--- src/rtl/lsq_mem_arbiter.sv ---
// Single data-memory port sequencer for the memory stage.
// Load misses win over retiring stores unless a store has starved.
module lsq_mem_arbiter #(
    parameter int ADDR_W       = 32,
    parameter int DATA_W       = 32,
    parameter int TAG_W        = 32,
    parameter int STARVE_LIMIT = 4
) (
    input  logic              clk,
    input  logic              reset,
    input  logic              ld_valid,
    input  logic [ADDR_W-1:0] ld_addr,
    input  logic [TAG_W-1:0]  ld_tag,
    output logic              ld_ready,
    input  logic              st_valid,
    input  logic [ADDR_W-1:0] st_addr,
    input  logic [DATA_W-1:0] st_data,
    input  logic [TAG_W-1:0]  st_tag,
    output logic              st_ready,
    input  logic              flush,
    output logic              mem_req,
    output logic              mem_we,
    output logic [ADDR_W-1:0] mem_addr,
    output logic [DATA_W-1:0] mem_wdata,
    input  logic              mem_gnt,
    input  logic              mem_rvalid,
    input  logic [DATA_W-1:0] mem_rdata,
    output logic              ld_done,
    output logic [TAG_W-1:0]  ld_done_tag,
    output logic [DATA_W-1:0] ld_done_data,
    output logic              st_done,
    output logic [TAG_W-1:0]  st_done_tag,
    output logic              busy
);

    localparam int CNT_W = $clog2(STARVE_LIMIT + 1);

    typedef enum logic [1:0] {
        IDLE,
        LD_REQ,
        LD_WAIT,
        ST_REQ
    } state_e;

    state_e             state_q, state_d;
    logic [CNT_W-1:0]   starve_cnt_q, starve_cnt_d;
    logic               killed_q, killed_d;
    logic [ADDR_W-1:0]  addr_q, addr_d;
    logic [DATA_W-1:0]  wdata_q, wdata_d;
    logic [TAG_W-1:0]   tag_q, tag_d;
    logic               ld_done_q, ld_done_d;
    logic [TAG_W-1:0]   ld_done_tag_q, ld_done_tag_d;
    logic [DATA_W-1:0]  ld_done_data_q, ld_done_data_d;
    logic               st_done_q, st_done_d;
    logic [TAG_W-1:0]   st_done_tag_q, st_done_tag_d;

    logic idle;
    logic grant_st;
    logic grant_ld;

    always_comb begin
        idle     = (state_q == IDLE);
        grant_st = st_valid & (!ld_valid | flush |
                   (starve_cnt_q >= CNT_W'(STARVE_LIMIT)));
        grant_ld = ld_valid & !flush & !grant_st;
        ld_ready = idle & grant_ld;
        st_ready = idle & grant_st;
    end

    always_comb begin
        state_d        = state_q;
        starve_cnt_d   = starve_cnt_q;
        killed_d       = killed_q;
        addr_d         = addr_q;
        wdata_d        = wdata_q;
        tag_d          = tag_q;
        ld_done_d      = 1'b0;
        ld_done_tag_d  = ld_done_tag_q;
        ld_done_data_d = ld_done_data_q;
        st_done_d      = 1'b0;
        st_done_tag_d  = st_done_tag_q;

        unique case (state_q)
            IDLE: begin
                killed_d = 1'b0;
                if (grant_st) begin
                    state_d      = ST_REQ;
                    addr_d       = st_addr;
                    wdata_d      = st_data;
                    tag_d        = st_tag;
                    starve_cnt_d = '0;
                end else begin
                    if (st_valid && starve_cnt_q < CNT_W'(STARVE_LIMIT))
                        starve_cnt_d = starve_cnt_q + CNT_W'(1);
                    if (grant_ld) begin
                        state_d = LD_REQ;
                        addr_d  = ld_addr;
                        wdata_d = '0;
                        tag_d   = ld_tag;
                    end
                end
            end
            LD_REQ: begin
                killed_d = killed_q | flush;
                if (mem_gnt)
                    state_d = LD_WAIT;
            end
            LD_WAIT: begin
                killed_d = killed_q | flush;
                if (mem_rvalid) begin
                    state_d  = IDLE;
                    killed_d = 1'b0;
                    // A flush arriving with the data still squashes it
                    if (!(killed_q || flush)) begin
                        ld_done_d      = 1'b1;
                        ld_done_tag_d  = tag_q;
                        ld_done_data_d = mem_rdata;
                    end
                end
            end
            ST_REQ: begin
                if (mem_gnt) begin
                    state_d       = IDLE;
                    st_done_d     = 1'b1;
                    st_done_tag_d = tag_q;
                end
            end
            default: state_d = IDLE;
        endcase
    end

    always_ff @(posedge clk or posedge reset) begin
        if (reset) begin
            state_q        <= IDLE;
            starve_cnt_q   <= '0;
            killed_q       <= 1'b0;
            addr_q         <= '0;
            wdata_q        <= '0;
            tag_q          <= '0;
            ld_done_q      <= 1'b0;
            ld_done_tag_q  <= '0;
            ld_done_data_q <= '0;
            st_done_q      <= 1'b0;
            st_done_tag_q  <= '0;
        end else begin
            state_q        <= state_d;
            starve_cnt_q   <= starve_cnt_d;
            killed_q       <= killed_d;
            addr_q         <= addr_d;
            wdata_q        <= wdata_d;
            tag_q          <= tag_d;
            ld_done_q      <= ld_done_d;
            ld_done_tag_q  <= ld_done_tag_d;
            ld_done_data_q <= ld_done_data_d;
            st_done_q      <= st_done_d;
            st_done_tag_q  <= st_done_tag_d;
        end
    end

    always_comb begin
        mem_req      = (state_q == LD_REQ) || (state_q == ST_REQ);
        mem_we       = (state_q == ST_REQ);
        mem_addr     = mem_req ? addr_q : '0;
        mem_wdata    = mem_we ? wdata_q : '0;
        busy         = !idle;
        ld_done      = ld_done_q;
        ld_done_tag  = ld_done_tag_q;
        ld_done_data = ld_done_data_q;
        st_done      = st_done_q;
        st_done_tag  = st_done_tag_q;
    end

endmodule

--- config.mk ---
export PLATFORM = sky130hd
export DESIGN_NAME = lsq_mem_arbiter
export DESIGN_NICKNAME = d
export VERILOG_FILES = /design/src/rtl/lsq_mem_arbiter.sv
export SDC_FILE = /design/constraint.sdc
export NUM_CORES = 1
export LEC_CHECK = 0
export CORE_MARGIN = 1.5
export CORE_UTILIZATION = 45
export DETAILED_ROUTE_END_ITERATION = 8
export PLACE_DENSITY = 0.79
export SETUP_SLACK_MARGIN = 0.1
export SLEW_MARGIN = 15
export SYNTH_ARGS = -nofsm -noshare
export SYNTH_HDL_FRONTEND = slang
export SYNTH_SLANG_ARGS = --single-unit
--- constraint.sdc ---
create_clock -name clk -period 21.6 [get_ports clk]
set_input_delay 4.32 -clock clk [delete_from_list [all_inputs] [get_ports clk]]
set_output_delay 4.32 -clock clk [all_outputs]
set_load 0.02 [all_outputs]
==> results of run 1 <==
metal layers:
layer | GRT usage | up-vias | share of wire
met1 | 0.302 | 3846 | 0.40
met2 | 0.435 | 324 | 0.51
met4 | 0.0945 | 0 | 0.028
li1 | - | 3698 | -
met5 | 0 | - | 0
met3 | 0.0581 | 51 | 0.068
power breakdown:
group / internal, mW / total [mW] / leakage, nW / switching [mW]
combinational: 0.447 / 0.926 / 3.22 / 0.480
sequential: 0.550 / 0.632 / 2.39 / 0.0827
clock: 0.177 / 0.329 / 0.300 / 0.153
through the flow:
step | hold slack (ns) | setup slack (ns) | area (sq um) | util
final | 0.480 | 11.07 | 13700 | 0.671
after CTS | 0.485 | 11.08 | 13600 | 0.670
after floorplan | 0.460 | 11.83 | 9380 | -
after global routing | 0.514 | 10.96 | 13700 | 0.671
after detailed placement | 0.470 | 11.08 | 13000 | 0.640
after global placement | 0.460 | 11.12 | 13000 | 0.640
state kept, by name (all words and copies together), names as in the netlist:
register and count:
addr_q 32, ld_done_data 32, ld_done_tag 32, st_done_tag 32, tag_q 32, wdata_q 32
starve_cnt_q 3, state_q 2, killed_q 1, ld_done 1, st_done 1
cell usage after synthesis (2+ instances only):
| library cell | n | area share |
|---|---|---|
| buf_4 | 9 | 0.0072 |
| mux2_2 | 64 | 0.077 |
| a22o_1 | 32 | 0.030 |
| inv_1 | 71 | 0.028 |
| buf_1 | 3 | 0.0012 |
| o221a_2 | 5 | 0.0060 |
| ha_1 | 7 | 0.0093 |
| o221a_1 | 59 | 0.071 |
| and2_1 | 32 | 0.021 |
| buf_2 | 32 | 0.017 |
| clkbuf_1 | 32 | 0.013 |
| buf_6 | 8 | 0.0096 |
| a22oi_1 | 64 | 0.051 |
| nor3_1 | 2 | 0.0011 |
| a21oi_1 | 2 | 0.0011 |
| nor2b_1 | 2 | 0.0013 |
| dfrtp_1 | 200 | 0.53 |
| nor2_1 | 33 | 0.013 |
| o21ai_0 | 98 | 0.052 |
| nand2_1 | 102 | 0.041 |
worst max path at each step:
stage                      endpoint  slack, ns  depth (start not counted)
after floorplan           addr_q[0]      11.83                          1
after global placement     st_ready      11.12                          5
after detailed placement   st_ready      11.08                          5
after CTS                  st_ready      11.08                          5
after global routing       st_ready      10.96                          5
final                      st_ready      11.07                          5
worst reg2reg max path: stages, from the launching register on:
cell and delay (ns):
dfrtp_1 0.42, inv_1 0.14, ha_2 0.19, buf_4 0.63, o21ai_4 0.48, buf_4 0.48, a22o_1 0.39
logic make-up after synthesis:
logic type,Yosys count,share of synthesized area
AOI/OAI and AO/OA,267,0.217
adders and majority gates,7,0.00934
buffers and inverters,156,0.0767
DFF,200,0.534
muxes,66,0.0795
and+or+nand+nor,177,0.0835
layout make-up:
class | instances | area (sq um) | share of cell area
inverters | 72 | 278 | 0.0203
repair buffers | 376 | 3740 | 0.274
clock inverters | 14 | 181 | 0.0133
well taps | 270 | 338 | 0.0247
multi-input cells | 517 | 3690 | 0.270
clock buffers | 18 | 429 | 0.0314
diodes | 2 | 5.00 | 0.000366
flip-flops and latches | 200 | 5000 | 0.366
==> results.yml, run 1 <==
worst_setup_path:
  cp.arrival_ns: 6.21
  slowest_delay_ns: 0.68
  critPathTopFamily: "buffers and inverters"
  critPathBufInv: 3
  r2r_end: "wdata_q[11]"
  crit_type: "in -> out"
  worstSetupEndpointType: "primary output"
  rr_worst_depth: 6
  cp-start-kind: "input pin"
  r2r_slack_ns: 18.77
  rr_startpoint: "state_q[1]"
  cpMostUsedCell: "buf_4"
  cpMaxStageDelayCell: "clkdlybuf4s50_1"
  cp_max_fo: 48
  cp.required_ns: 17.28
  cp_cell_sequence: "buf_4, nand2_1, nor2_2, buf_4, clkdlybuf4s50_1"
  critPathLaunch: "st_valid"
floorplan:
  io-pin-count: 366
  dieWidth_microns: 147
  die_area_sq_um: 21700
  fp.dieH_microns: 147
  num_rows: 52
  start_util: 0.460
  coreArea_sq_um: 20400
timing:
  max_freq_ghz: 0.0950
  worst_pin_slew_ns: 0.968
  slew_headroom: 0.355
  finalCriticalPeriod_ns: 10.53
  hold_viol_final: 0
  min_period_over_period: 0.487
  rsz0062_at_grt: "false"
  final-setup-viol-count: 0
  final.setup.tns_ns: 0
  finClkSkew_ns: 0.0148
  slew_viol_final: 0
logic_synthesis:
  synth_edf_count: 0
  syn_area_per_cell_sq_um: 10.7
  synth_area_sq_um: 9380
  synth.net_count: 1079
  ys_ff_latch: 200
  synth.distinct_cells: 36
  syn_inst: 873
  synth_top_flop_cell: "dfrtp_1"
  ys_warn_count: 0
  async_flop_share: 1.00
  yosysSeqAreaShare: 0.534
route:
  routed_wl_mm: 27.3
  wl_per_cell_microns: 18.6
  ant_nets: 0
  vias: 7919
  drtIter0Drc: 390
  via_per_inst: 5.39
  drc: 0
  drtPass1Iterations: 4
place:
  gp_congestion: 0.834
  dp.cells: 1435
  io_buffers: 365
  dp_hpwl_mm: 18.3
finish:
  layout_common_cells: "364 x clkdlybuf4s50_1, 200 x dfrtp_1, 101 x nand2_1, 98 x o21ai_0, 70 x inv_1"
  final_cell_count_no_fill: 1469
  layout-drive-gt1-share: 0.105
  nFillCells: 1631
  mostFrequentLayoutCell: "clkdlybuf4s50_1"
  syn2layout_area_growth_pct: 45.7
  nets: 1390
cts:
  clkTransAtPathRegs_ns: 0.07
  cts_buffer_depth: 2
  root_buffer: "clkbuf_16"
  post-cts-setup-buffers: 0
  cts_max_level: 4
  hold_buffers: 0
  ctsResizeCount: 0
  cts.sinks: 200
  clk_latency_ns: 0.43
  cts_tree: "done"
  numCtsBuffers: 17
global_route:
  globalRouteTotalUtil: 0.250
  antenna_found_initial: 2
  grt_pass1_vias: 7808
  grt_max_degree: 138
  overflow: 0
  grt_pass1_wl_mm: 42.6
pwr:
  total_power_mw: 1.89
  p_leak_nw: 5.91
  p_per_area_nw_per_um2: 138
  max-vdd-ir-drop_v: 0.0000754
hold_path:
  holdPathEnd: "st_done_tag[28]"
  min_from: "st_done_tag[28]"
  hold_path.class: "reg -> reg"
  whs_path_depth: 2
job:
  drv_cap: 0
run_status:
  status: "completed"
No activity file was read; power rests on OpenSTA's default activity.
==> run 2: changes to the inputs <==
--- a/config.mk
+++ b/config.mk
@@ -6,9 +6,9 @@
 export NUM_CORES = 1
 export LEC_CHECK = 0
 export CORE_MARGIN = 1.5
-export CORE_UTILIZATION = 45
+export CORE_UTILIZATION = 44
 export DETAILED_ROUTE_END_ITERATION = 8
-export PLACE_DENSITY = 0.79
+export PLACE_DENSITY = 0.78
 export SETUP_SLACK_MARGIN = 0.1
 export SLEW_MARGIN = 15
 export SYNTH_ARGS = -nofsm -noshare
==> constraint.sdc (replaced) <==
create_clock -name clk -period 9.7 [get_ports clk]
set_input_delay 1.94 -clock clk [delete_from_list [all_inputs] [get_ports clk]]
set_output_delay 1.94 -clock clk [all_outputs]
set_load 0.02 [all_outputs]
==> results.yml, run 2 (same netlist as run 1, synthesis figures left out) <==
place:
  dp_hpwl_mm: 18.7
  io_buffers: 365
  gp_congestion: 0.813
  dp.cells: 1439
cts:
  root_buffer: "clkbuf_16"
  cts_tree: "done"
  cts_max_level: 4
  ctsResizeCount: 0
  cts.sinks: 200
  clk_latency_ns: 0.44
  post-cts-setup-buffers: 0
  cts_buffer_depth: 2
  numCtsBuffers: 17
  hold_buffers: 0
  clkTransAtPathRegs_ns: 0.07
pwr:
  sequentialPowerShare: 0.335
  clock_power_share: 0.175
  p_int_mw: 2.59
  p_per_area_nw_per_um2: 308
  max-vdd-ir-drop_v: 0.000145
  comb_power_share: 0.489
  p_leak_nw: 5.90
  switchingPower_mw: 1.62
  p_sw_frac: 0.385
timing:
  slew_headroom: 0.253
  final.setup.tns_ns: 0
  finClkSkew_ns: 0.0142
  worst_pin_slew_ns: 1.12
  max_freq_ghz: 0.173
  slew_viol_final: 0
  finalCriticalPeriod_ns: 5.78
  rsz0062_at_grt: "false"
  final-setup-viol-count: 0
  min_period_over_period: 0.596
  hold_viol_final: 0
route:
  drc: 0
  wl_met2_mm: 14.3
  vias: 8038
  routed_wl_mm: 28.0
  drtPass1Iterations: 5
  via_per_inst: 5.45
  wl_met1_mm: 10.6
  route.met3.wl_mm: 2.10
  drtIter0Drc: 439
  wl_per_cell_microns: 19.0
  highest_layer: "met5"
  ant_nets: 0
finish:
  mostFrequentLayoutCell: "clkdlybuf4s50_1"
  nFillCells: 1684
  final_cell_count_no_fill: 1475
  layout_common_cells: "364 x clkdlybuf4s50_1, 200 x dfrtp_1, 101 x nand2_1, 98 x o21ai_0, 70 x inv_1"
  multi_input_area_sq_um: 3680
  layout-drive-gt1-share: 0.105
  syn2layout_area_growth_pct: 45.8
  nets: 1389
  regArea_sq_um: 5000
job:
  drv_cap: 0
worst_setup_path:
  slowest_delay_ns: 0.68
  cp_cell_sequence: "clkdlybuf4s50_1, nor3b_4, nor2_2, buf_4, clkdlybuf4s50_1"
  worstSetupEndpointType: "primary output"
  cp.required_ns: 7.76
  cp_max_fo: 33
  cpMaxStageDelayCell: "clkdlybuf4s50_1"
  critPathBufInv: 3
  critPathLaunch: "flush"
  cpMostUsedCell: "clkdlybuf4s50_1"
  cp-start-kind: "input pin"
  critPathTopFamily: "buffers and inverters"
  cp.arrival_ns: 3.84
  rr_startpoint: "state_q[0]"
  crit_type: "in -> out"
floorplan:
  dieWidth_microns: 149
  num_rows: 53
  fp.dieH_microns: 149
  io-pin-count: 366
  coreArea_sq_um: 21000
  start_util: 0.448
  die_area_sq_um: 22200
global_route:
  globalRouteTotalUtil: 0.250
  grt_pass1_wl_mm: 43.1
  grt_max_degree: 125
  antenna_found_initial: 5
  overflow: 0
  grt_pass1_vias: 8056
run_status:
  status: "completed"
hold_path:
  min_from: "st_done_tag[30]"
  hold_path.class: "reg -> reg"
## run 2: worst register-to-register path: cells and delay by family (launching register included)
| kind | cells | cell delay [ns] |
|---|---|---|
| AOI/OAI and AO/OA | 1 | 0.54 |
| adders and majority gates | 1 | 0.88 |
| DFF | 1 | 0.44 |
| and+or+nand+nor | 1 | 0.92 |
## run 2: through the flow
step | total power, mW | hold slack [ns] | worst slack [ns] | utilization | cell area [sq um]
2_1_floorplan | 2.56 | 0.460 | 2.31 | - | 9380
3_3_place_gp | 3.44 | 0.460 | 3.97 | 0.622 | 13000
3_5_place_dp | 3.50 | 0.469 | 3.94 | 0.622 | 13000
4_1_cts | 4.25 | 0.486 | 3.92 | 0.652 | 13700
5_1_grt | 4.46 | 0.513 | 3.86 | 0.653 | 13700
6_report | 4.22 | 0.482 | 3.92 | 0.653 | 13700
## run 2: layout make-up
cell class | count | area share
flip-flops and latches | 200 | 0.366
repair buffers | 375 | 0.272
multi-input cells | 517 | 0.269
clock buffers | 17 | 0.0311
well taps | 275 | 0.0252
inverters | 72 | 0.0203
clock inverters | 15 | 0.0152
diodes | 4 | 0.000732
## run 2: power by group through the flow
stage / registers [mW] / clock network (mW) / logic [mW]
5_1_grt: 1.46 / 0.785 / 2.21
2_1_floorplan: 1.63 / 0 / 0.927
3_5_place_dp: 1.43 / 0 / 2.07
4_1_cts: 1.42 / 0.749 / 2.08
3_3_place_gp: 1.40 / 0 / 2.03
6_report: 1.41 / 0.739 / 2.06
## run 2: layer usage
layer / up-vias / global-route usage
li1: 3696 / -
met4: 2 / 0.110
met3: 55 / 0.0581
met5: - / 0
met1: 3931 / 0.296
met2: 354 / 0.432
## run 2: final timing paths
check                                  end  slack, ns  cells past startpoint
hold / removal             st_done_tag[30]       0.48                      2
setup reg to reg           st_done_tag[27]       6.80                      3
max in group asynchronous       addr_q[10]       6.16                      3
hold reg to reg            st_done_tag[30]       0.48                      2
min in group asynchronous         tag_q[7]       2.03                      2
setup / recovery                  st_ready       3.92                      5
